<file path="src/rtl/reset_sequencer.sv">
// reset_sequencer: releases per-stage resets in order, each gated by its ack or a tick-based timeout.
module reset_sequencer #(
  parameter int STAGES      = 4,
  parameter int TICK_DIV    = 65536,
  parameter int HOLD_TICKS  = 2,
  parameter int ACK_TIMEOUT = 255
) (
  input  logic              clock,
  input  logic              reset,
  input  logic              reset_req,
  input  logic [STAGES-1:0] stage_ack,
  output logic [STAGES-1:0] stage_reset,
  output logic              all_ready,
  output logic              timeout_err,
  output logic [2:0]        fault_stage
);
  localparam int PW = $clog2(TICK_DIV);
  typedef enum logic [1:0] {HOLD, RELEASE, WAIT_ACK, READY} state_t;
  state_t state, state_n;
  logic [PW-1:0] pre;
  logic [7:0] tcnt, tcnt_n, tinc;
  logic [2:0] idx, idx_n, fault_n;
  logic [STAGES-1:0] sel, sr_n;
  logic tick, acked, expired, adv, last, err_n;
  assign tick    = pre == PW'(TICK_DIV - 1);
  assign tinc    = tcnt == 8'hff ? tcnt : tcnt + 8'd1;
  assign sel     = STAGES'(1) << idx;
  assign acked   = |(stage_ack & sel);
  assign expired = tick && tinc == 8'(ACK_TIMEOUT);
  assign adv     = state == WAIT_ACK && (acked || expired);
  assign last    = idx == 3'(STAGES - 1);
  always_comb begin
    state_n = state;
    idx_n   = idx;
    tcnt_n  = tcnt;
    sr_n    = stage_reset;
    err_n   = timeout_err;
    fault_n = fault_stage;
    if (reset_req) begin
      state_n = HOLD;
      idx_n   = '0;
      tcnt_n  = '0;
      sr_n    = '1;
      err_n   = 1'b0;
      fault_n = '0;
    end else begin
      case (state)
        HOLD: begin
          tcnt_n  = tick ? tinc : tcnt;
          state_n = tick && tinc == 8'(HOLD_TICKS) ? RELEASE : HOLD;
          idx_n   = '0;
        end
        RELEASE: begin
          sr_n    = stage_reset & ~sel;
          tcnt_n  = '0;
          state_n = WAIT_ACK;
        end
        WAIT_ACK: begin
          tcnt_n  = !acked && tick ? tinc : tcnt;
          // an ack sampled on the expiry edge wins, so no error is logged then
          err_n   = timeout_err | (!acked && expired);
          fault_n = !acked && expired && !timeout_err ? idx : fault_stage;
          state_n = adv ? (last ? READY : RELEASE) : WAIT_ACK;
          idx_n   = adv && !last ? idx + 3'd1 : idx;
        end
        READY: state_n = READY;
        default: state_n = HOLD;
      endcase
    end
  end
  always_ff @(posedge clock) begin
    if (reset) begin
      state       <= HOLD;
      pre         <= '0;
      tcnt        <= '0;
      idx         <= '0;
      stage_reset <= '1;
      all_ready   <= 1'b0;
      timeout_err <= 1'b0;
      fault_stage <= '0;
    end else begin
      state       <= state_n;
      pre         <= tick ? '0 : pre + PW'(1);
      tcnt        <= tcnt_n;
      idx         <= idx_n;
      stage_reset <= sr_n;
      all_ready   <= state_n == READY;
      timeout_err <= err_n;
      fault_stage <= fault_n;
    end
  end
endmodule

</file>
<file path="config.mk">
export PLATFORM = sky130hd
export DESIGN_NAME = reset_sequencer
export DESIGN_NICKNAME = d
export VERILOG_FILES = /design/src/rtl/reset_sequencer.sv
export SDC_FILE = /design/constraint.sdc
export NUM_CORES = 1
export LEC_CHECK = 0
export BUFFER_PORTS_ARGS = -buffer_cell sky130_fd_sc_hd__buf_4
export CORE_AREA = 3 3 63 65
export CTS_CLUSTER_SIZE = 20
export DETAILED_ROUTE_END_ITERATION = 10
export DIE_AREA = 0 0 66 68
export PLACE_DENSITY_LB_ADDON = 0.3
export SLEW_MARGIN = 20
export SYNTH_ARGS = -nofsm -noshare
export SYNTH_HDL_FRONTEND = slang
export SYNTH_SLANG_ARGS = --single-unit
</file>
<file path="constraint.sdc">
create_clock -name clock -period 3.07 [get_ports clock]
set_input_delay 0.307 -clock clock [delete_from_list [all_inputs] [get_ports clock]]
set_output_delay 0.307 -clock clock [all_outputs]
set_load 0.02 [all_outputs]
</file>
==> flow_summary.toml, run 1 <==
[sta]
setup_violations = 0
hold_viol = 0
maxSlewHeadroom_pct = 49.25
fmax_ghz = 0.4146
min_period_over_period_pct = 78.56
timing.hold.ws_ns = 0.1550
finalMaxSlewViolations = 0
min_period_ns = 2.412
layout_setup_ws_ns = 0.6582
tns_ns = 0
worst_pin_slew_ns = 0.7532
rsz0062_at_grt = "no"
fin_skew_ns = 0.01227

[global_route]
grt_pass1_wl_mm = 6.582
grt_antenna_before_repair = 0
grt_max_degree = 13
grt_pass1_vias = 1489
grt_overflow = 0
grt.total_usage_pct = 19.00

[pwr]
ir_drop_mv = 0.2712
power.leakage_uw = 0.0007555
cellPowerDensity_nw_per_um2 = 355.0

[flow_run]
drv_cap = 0

[die]
placementRows = 21
dieHeight_um = 68
die_area_um2 = 4488
die-width_um = 66
core_area_um2 = 3390
start_util_pct = 59.58
ios = 16

[clock_tree]
cts-resized-gates = 0
clk_latency_ns = 0.35
cts_tree = "yes"
cts_root_buf = "clkbuf_4"
cts_made_buffers = 5
h-tree-depth = 2
cts_sinks = 38
cts_buffer_depth = 2
hold_buffers = 0
cts.reportedPaths.clkPinSlew_ns = 0.12
postCtsSetupRepairBufs = 0

[logic_synthesis]
syn-instance-count = 239
ys_ff_latch = 38
synth_common_cells = "dfxtp_1 (38), nor2_1 (36), nand2_1 (20)"
synth_edf_count = 0
syn_avg_cell_area_um2 = 8.450
synth_top_area_cell = "dfxtp_1"
synthFlopType = "dfxtp_1"
ys_warn_count = 0
ys_seq_area_share_pct = 37.67
yosysTopAreaCellShare_pct = 37.67
synthTopCellsByArea = "dfxtp_1 (38%), nor2_1 (6.7%), ha_1 (4.3%)"
syn_area_um2 = 2019
async_flop_share_pct = 0
yosysMostFrequentCell = "dfxtp_1"
synth.distinct_cells = 49
syn_nets = 253

[critical_path]
crit_family = "compound AO/OA/AOI/OAI gates"
path_class = "reg -> reg"
crit_path_max_incr_delay_ns = 0.49
cp_num_buf_inv = 0
cp-start-kind = "register"
crit_slowest_cell = "dfxtp_1"
end_kind = "register"
crit_fanout = 9
critPathRequiredTime_ns = 3.32
cp_cell_sequence = "ha_1 -> and4_1 -> nand3_1 -> a211oi_4 -> o32ai_2 -> a21bo_1"
worst_ep_arrival_time_ns = 2.66

[worst_hold_path]
hp-class = "in -> reg"

[cells_and_area]
drive_gt1_share_pct = 13.20
areaGrowthSynthToFinish_pct = 7.125
layout.nets = 264
num_antenna_cells = 0
fillerInstances = 285

[routing]
drc_errors = 0
firstDrtPassIters = 4
num_vias = 1696
drtIter0Drc = 119
avgRoutedWirePerCell_um = 13.45
vias_per_cell = 5.730
postRouteAntennaNets = 0
drt-total-wl_mm = 3.980

[placement]
io_buffer_count = 15
place.gp.congestion = 0.9126
dp_hpwl_mm = 2.870
pre_cts_slack_ns = 0.7241

[status]
outcome = "completed"
==> path summary, 6_finish.rpt <==
path,from,end,slack [ns],depth (start not counted)
setup / recovery,tcnt[0],idx[0],0.66,6
hold / removal,reset,pre[12],0.16,2
setup reg to reg,tcnt[0],idx[0],0.66,6
hold reg to reg,stage_reset[3],stage_reset[3],0.46,2
==> cell usage in the layout (no fill, tap or decap), types with 2 or more instances in the layout <==
| master | n |
|---|---|
| nor3_1 | 5 |
| and3_1 | 2 |
| clkbuf_4 | 5 |
| clkinv_2 | 2 |
| a31oi_1 | 7 |
| buf_4 | 15 |
| mux2i_1 | 3 |
| nor2_1 | 36 |
| inv_1 | 15 |
| xor2_1 | 5 |
| dfxtp_1 | 38 |
| and4_1 | 3 |
| o2bb2ai_1 | 2 |
| nand3_1 | 10 |
| xnor2_1 | 9 |
| o211ai_1 | 2 |
| ha_1 | 7 |
| o2111ai_1 | 2 |
| or2_2 | 2 |
| o21ai_0 | 16 |
| nand4_1 | 4 |
| a21oi_1 | 15 |
| or3_1 | 2 |
| nand2_1 | 20 |
==> layer usage <==
metal  GRT usage [%]  share of wire, %
met5               0                 0
met4           7.360               1.5
met3           5.255               4.7
met2           29.04                44
met1           25.53                49
==> final cells by class <==
class	count	area [um2]	area share, %
multi-input cells	175	1129	52.17
flip-flops and latches	38	760.7	35.16
repair buffers	15	112.6	5.205
well taps	46	57.56	2.661
inverters	15	56.30	2.603
clock buffers	5	37.54	1.735
clock inverters	2	10.01	0.4627
==> power breakdown <==
part	total (uW)	internal [uW]	switching [uW]
clock	243	82.4	160
combinational	26.1	10.5	15.7
sequential	499	496	3.18
==> metrics by stage <==
stage | instances | utilization, % | total power (uW) | area (um2)
after floorplan | 239 | - | 526.6 | 2019
after global placement | 289 | 62.42 | 536.7 | 2116
after detailed placement | 289 | 62.42 | 536.7 | 2116
after CTS | 296 | 63.82 | 774.8 | 2163
after global routing | 296 | 63.82 | 799.9 | 2163
final | 296 | 63.82 | 768.1 | 2163
==> kinds of logic (layout without fill, tap and decap cells) <==
logic type	count (synthesis)	in the layout	synth area share [%]
muxes	3	3	1.487
and+or+nand+nor	90	90	21.00
AOI/OAI and AO/OA	61	61	22.99
DFF	38	38	37.67
adders and majority gates	7	7	4.337
buffers and inverters	26	37	6.442
xor gates and xnor gates	14	14	6.072
==> sequential cells by signal, indices dropped and copies added, names as in the netlist <==
name         cells
all_ready        1
idx              3
pre             16
stage_reset      4
fault_stage      3
tcnt             8
timeout_err      1
state            2
==> worst register-to-register path, cell delays in order (launching register included) <==
cell and delay (ns):
dfxtp_1 0.49, ha_1 0.37, and4_1 0.37, nand3_1 0.28
a211oi_4 0.41, o32ai_2 0.18, a21bo_1 0.22
No activity file was read; power rests on OpenSTA's default activity.
==> run 2: changes to the inputs <==
- CORE_AREA: 3 3 63 65 -> 3 3 66 68
- DIE_AREA: 0 0 66 68 -> 0 0 69 71
- clock period: 3.07 -> 2.21 ns (I/O delays scaled with it)
==> flow_summary.toml, run 2 (same netlist as run 1, synthesis figures left out) <==
[pwr]
total_power_uw = 1444
ir_drop_mv = 0.5083
power.leakage_uw = 0.0009126
cellPowerDensity_nw_per_um2 = 588.7

[sta]
hold_viol = 0
fmax_ghz = 0.4738
maxSlewHeadroom_pct = 64.07
min_period_ns = 2.111
setup_violations = 0
fin_skew_ns = 0.005752
layout_setup_ws_ns = 0.09933
min_period_over_period_pct = 95.51
timing.hold.ws_ns = 0.1552
worst_pin_slew_ns = 0.5340
finalMaxSlewViolations = 0

[routing]
drt-total-wl_mm = 4.372
drc_errors = 0
drtIter0Drc = 135
num_vias = 1766
avgRoutedWirePerCell_um = 13.54
vias_per_cell = 5.467
firstDrtPassIters = 4
postRouteAntennaNets = 0

[die]
start_util_pct = 51.60
die_area_um2 = 4899
placementRows = 23
die-width_um = 69
dieHeight_um = 71
core_area_um2 = 3914
ios = 16

[status]
outcome = "completed"

[clock_tree]
h-tree-depth = 2
clk_latency_ns = 0.29
cts_tree = "yes"
cts_made_buffers = 5
cts_root_buf = "clkbuf_8"
cts_sinks = 38
cts_buffer_depth = 2
cts.reportedPaths.clkPinSlew_ns = 0.08

[cells_and_area]
largestRegisters = "pre: 16 flops, tcnt: 8 flops, stage_reset: 4 flops"
fillerInstances = 344
drive_gt1_share_pct = 23.81
areaGrowthSynthToFinish_pct = 21.50
num_antenna_cells = 0
layout.nets = 286
multiInputGateArea_um2 = 1147
largest_reg_flops = 16
final_cell_mix = "nor2_1 (36), buf_4 (36), dfxtp_1 (32)"
seq_area_um2 = 768.2
design_area_um2 = 2454
regMostFlops = "pre"

[critical_path]
reg2reg_slack_ns = 0.1
crit_fanout = 6
cp_num_buf_inv = 2
crit_slowest_cell = "or4_1"
rr_worst_depth = 7
cp_cell_sequence = "nand4_1 -> or4_1 -> buf_6 -> a211oi_4 -> buf_4 -> o211ai_1 -> a21bo_1"
cp-start-kind = "register"
end_kind = "register"
crit_family = "simple AND/OR/NAND/NOR gates"
critPathRequiredTime_ns = 2.44
rr_endpoint = "idx[0]"
worst_ep_arrival_time_ns = 2.34
r2r-start = "pre[12]"
path_class = "reg -> reg"
crit_path_max_incr_delay_ns = 0.56

[global_route]
grt_pass1_vias = 1692
grt_overflow = 0
grt_antenna_before_repair = 0
grt.total_usage_pct = 18.55
grt_pass1_wl_mm = 7.424
grt_max_degree = 14

[placement]
dp_hpwl_mm = 3.031
place.gp.congestion = 0.8958
io_buffer_count = 15
pre_cts_slack_ns = 0.06392
place_area_um2 = 2263

[worst_hold_path]
holdPathEnd = "pre[4]"
min_from = "reset"
whs_path_depth = 2
hp-class = "in -> reg"

[flow_run]
drv_cap = 0
-- run 2: changes by cell type in the layout (fill, tap and decap cells not counted), moves of 4 or more --
cell	delta
buf_4	+21
dfxtp_1	-6
dfxtp_2	+6
clkbuf_4	-5
clkbuf_8	+5
o21ai_0	-4
o21ai_1	+4
-- run 2: layer usage --
| metal | GRT usage, % | vias to the layer above | wire (um) |
|---|---|---|---|
| li1 | - | 910 | - |
| met1 | 23.00 | 812 | 2017 |
| met2 | 31.36 | 40 | 2101 |
| met3 | 4.688 | 4 | 214 |
| met4 | 6.508 | 0 | 39 |
| met5 | 0 | - | 0 |
-- run 2: what timing repair did --
item | 4_1_cts | 5_1_grt
gates resized for setup | 0 | 15
endpoints found under the hold margin | 0 | 0
buffers inserted | 0 | 3
hold buffers | 0 | 0
setup endpoints to repair | 0 | 16
-- run 2: power breakdown --
part / switching [uW] / total, uW / internal, uW / leakage, uW
logic: 27.3 / 49.7 / 22.5 / 0.000535
clock network: 251 / 703 / 452 / 0.0000683
registers: 2.73 / 692 / 689 / 0.000309
-- run 2: worst max-delay path by stage --
stage	slack, ns	start	end	depth (start not counted)
detailed placement	0.06	idx[1]	fault_stage[2]	7
global route	-0.03	idx[1]	tcnt[5]	10
floorplan	0.06	tcnt[0]	fault_stage[0]	8
finish	0.1	pre[12]	idx[0]	7
CTS	0.03	idx[1]	fault_stage[0]	7
global placement	0.08	idx[1]	fault_stage[1]	7
-- run 2: final cells by class --
type | instances | share of cell area (%)
Sequential cell | 38 | 31.31
Multi-Input combinational cell | 175 | 46.76
Clock buffer | 5 | 2.805
Timing Repair Buffer | 37 | 11.47
Tap cell | 50 | 2.550
Clock inverter | 3 | 2.805
Inverter | 15 | 2.295
-- run 2: through the flow --
step                      cells  TNS [ns]  utilization (%)
after floorplan             239         0                -
after global placement      312         0            57.83
after detailed placement    312         0            57.83
after CTS                   320         0            61.35
after global routing        323   -0.1463            62.69
final                       323         0            62.69
==> run 3: changes to the inputs <==
- CORE_AREA: 3 3 66 68 -> 3 3 61 63
- DIE_AREA: 0 0 69 71 -> 0 0 64 66
- clock period: 2.21 -> 2.43 ns (I/O delays scaled with it)
==> flow_summary.toml, run 3 (same netlist as run 1, synthesis figures left out) <==
[pwr]
clkPwrFrac_pct = 30.7
power.switching_uw = 211.7
cellPowerDensity_nw_per_um2 = 431.3
comb_power_share_pct = 3.7
power.leakage_uw = 0.0007988
power_frac_seq_pct = 65.5
ir_drop_mv = 0.2809
p_sw_share_pct = 21.99
total_power_uw = 962.8
intPower_uw = 751.1

[cells_and_area]
largestRegisters = "pre: 16 flops, tcnt: 8 flops, stage_reset: 4 flops"
drive_gt1_share_pct = 15.83
layout.nets = 273
largest_reg_flops = 16
num_antenna_cells = 0
final_common_cell = "dfxtp_1"
design_area_um2 = 2232
areaGrowthSynthToFinish_pct = 10.53
final_cell_mix = "dfxtp_1 (38), nor2_1 (36), buf_4 (24)"
regMostFlops = "pre"

[sta]
worst_pin_slew_ns = 0.6060
min_period_over_period_pct = 90.92
timing.hold.ws_ns = 0.1090
fmax_ghz = 0.4526
finalMaxSlewViolations = 0
fin_skew_ns = 0.008204
layout_setup_ws_ns = 0.2206
hold_viol = 0
rsz0062_at_grt = "no"
maxSlewHeadroom_pct = 59.23
tns_ns = 0
min_period_ns = 2.209
setup_violations = 0

[die]
dieHeight_um = 66
start_util_pct = 61.49
placementRows = 21
die_area_um2 = 4224
ios = 16
die-width_um = 64
core_area_um2 = 3284

[clock_tree]
cts_buffer_depth = 2
cts_tree = "yes"
cts.reportedPaths.clkPinSlew_ns = 0.10
cts_made_buffers = 5
h-tree-depth = 2
clk_latency_ns = 0.34
cts_root_buf = "clkbuf_4"
cts_sinks = 38

[routing]
vias_per_cell = 5.633
avgRoutedWirePerCell_um = 12.80
drt-total-wl_mm = 3.904
drtIter0Drc = 163
drc_errors = 0
postRouteAntennaNets = 0
firstDrtPassIters = 4
num_vias = 1718

[placement]
dp_hpwl_mm = 2.825
pre_cts_slack_ns = 0.07475
place_area_um2 = 2168
io_buffer_count = 15
place.gp.congestion = 0.8499

[global_route]
grt_pass1_vias = 1569
grt_antenna_before_repair = 0
grt_max_degree = 13
grt_pass1_wl_mm = 6.893
grt_overflow = 0
grt.total_usage_pct = 20.57

[critical_path]
r2r-start = "tcnt[0]"
crit_path_max_incr_delay_ns = 0.53
path_class = "reg -> reg"
critPathRequiredTime_ns = 2.66
worst_ep_arrival_time_ns = 2.44
end_kind = "register"
cp-start-kind = "register"
rr_endpoint = "fault_stage[1]"
reg2reg_slack_ns = 0.22
rr_worst_depth = 6
crit_fanout = 7
startpoint = "tcnt[0]"
cp_cell_sequence = "ha_1 -> xnor2_1 -> a2111o_1 -> a2111oi_4 -> mux2i_1 -> nor2_1"
crit_slowest_cell = "a2111o_1"
endpoint = "fault_stage[1]"

[flow_run]
drv_cap = 0

[status]
outcome = "completed"

[worst_hold_path]
hp-class = "in -> reg"
run 3: cell count changes in the layout (fill, tap and decap cells not counted), sizes merged:
cell and delta:
buf -13, clkinv -1, bufinv -2, clkbuf +2
run 3: stage by stage:
stage | instances | utilization, %
3_5_place_dp | 296 | 66.02
3_3_place_gp | 296 | 66.02
2_1_floorplan | 239 | -
6_report | 305 | 67.96
5_1_grt | 305 | 67.96
4_1_cts | 303 | 67.39
run 3: worst min-delay path by stage:
stage	cells after the start	end	from
global route	2	pre[14]	reset
CTS	2	pre[14]	reset
floorplan	1	pre[12]	reset
detailed placement	2	stage_reset[3]	stage_reset[3]
finish	2	pre[14]	reset
global placement	2	stage_reset[3]	stage_reset[3]
run 3: what timing repair did:
action / in CTS / in global routing
gates resized for setup: 0 / 2
hold buffers: 0 / 0
setup buffers: 0 / 2
setup endpoints to repair: 0 / 11
run 3: cell type report:
class                   count  area [um2]
multi-input cells         175        1132
fillers                   260        1052
well taps                  46       57.56
repair buffers             24       180.2
inverters                  15       56.30
clock buffers               7       45.04
flip-flops and latches     38       760.7
run 3: worst max-delay path: cells and delay by family, from the launching register on:
kind            cells  cell delay, ns
compound gates      2            1.00
xor+xnor            1            0.18
fa+ha+maj           1            0.29
flops               1            0.33
mux                 1            0.24
simple gates        1            0.06
run 3: layer usage:
metal / track usage [%] / up-vias / part of all wire, %
li1: - / 880 / -
met1: 28.01 / 775 / 49
met2: 30.71 / 55 / 43
met3: 4.252 / 8 / 5.6
met4: 10.24 / 0 / 1.7
met5: 0 / - / 0
run 3: power groups by stage:
stage                     Clock (uW)  Sequential, uW  Combinational (uW)
after floorplan                    0             644                20.9
after global routing             331             632                41.3
after global placement             0             645                34.2
final                            296             631                36.0
after detailed placement           0             645                34.7
after CTS                        310             631                35.0
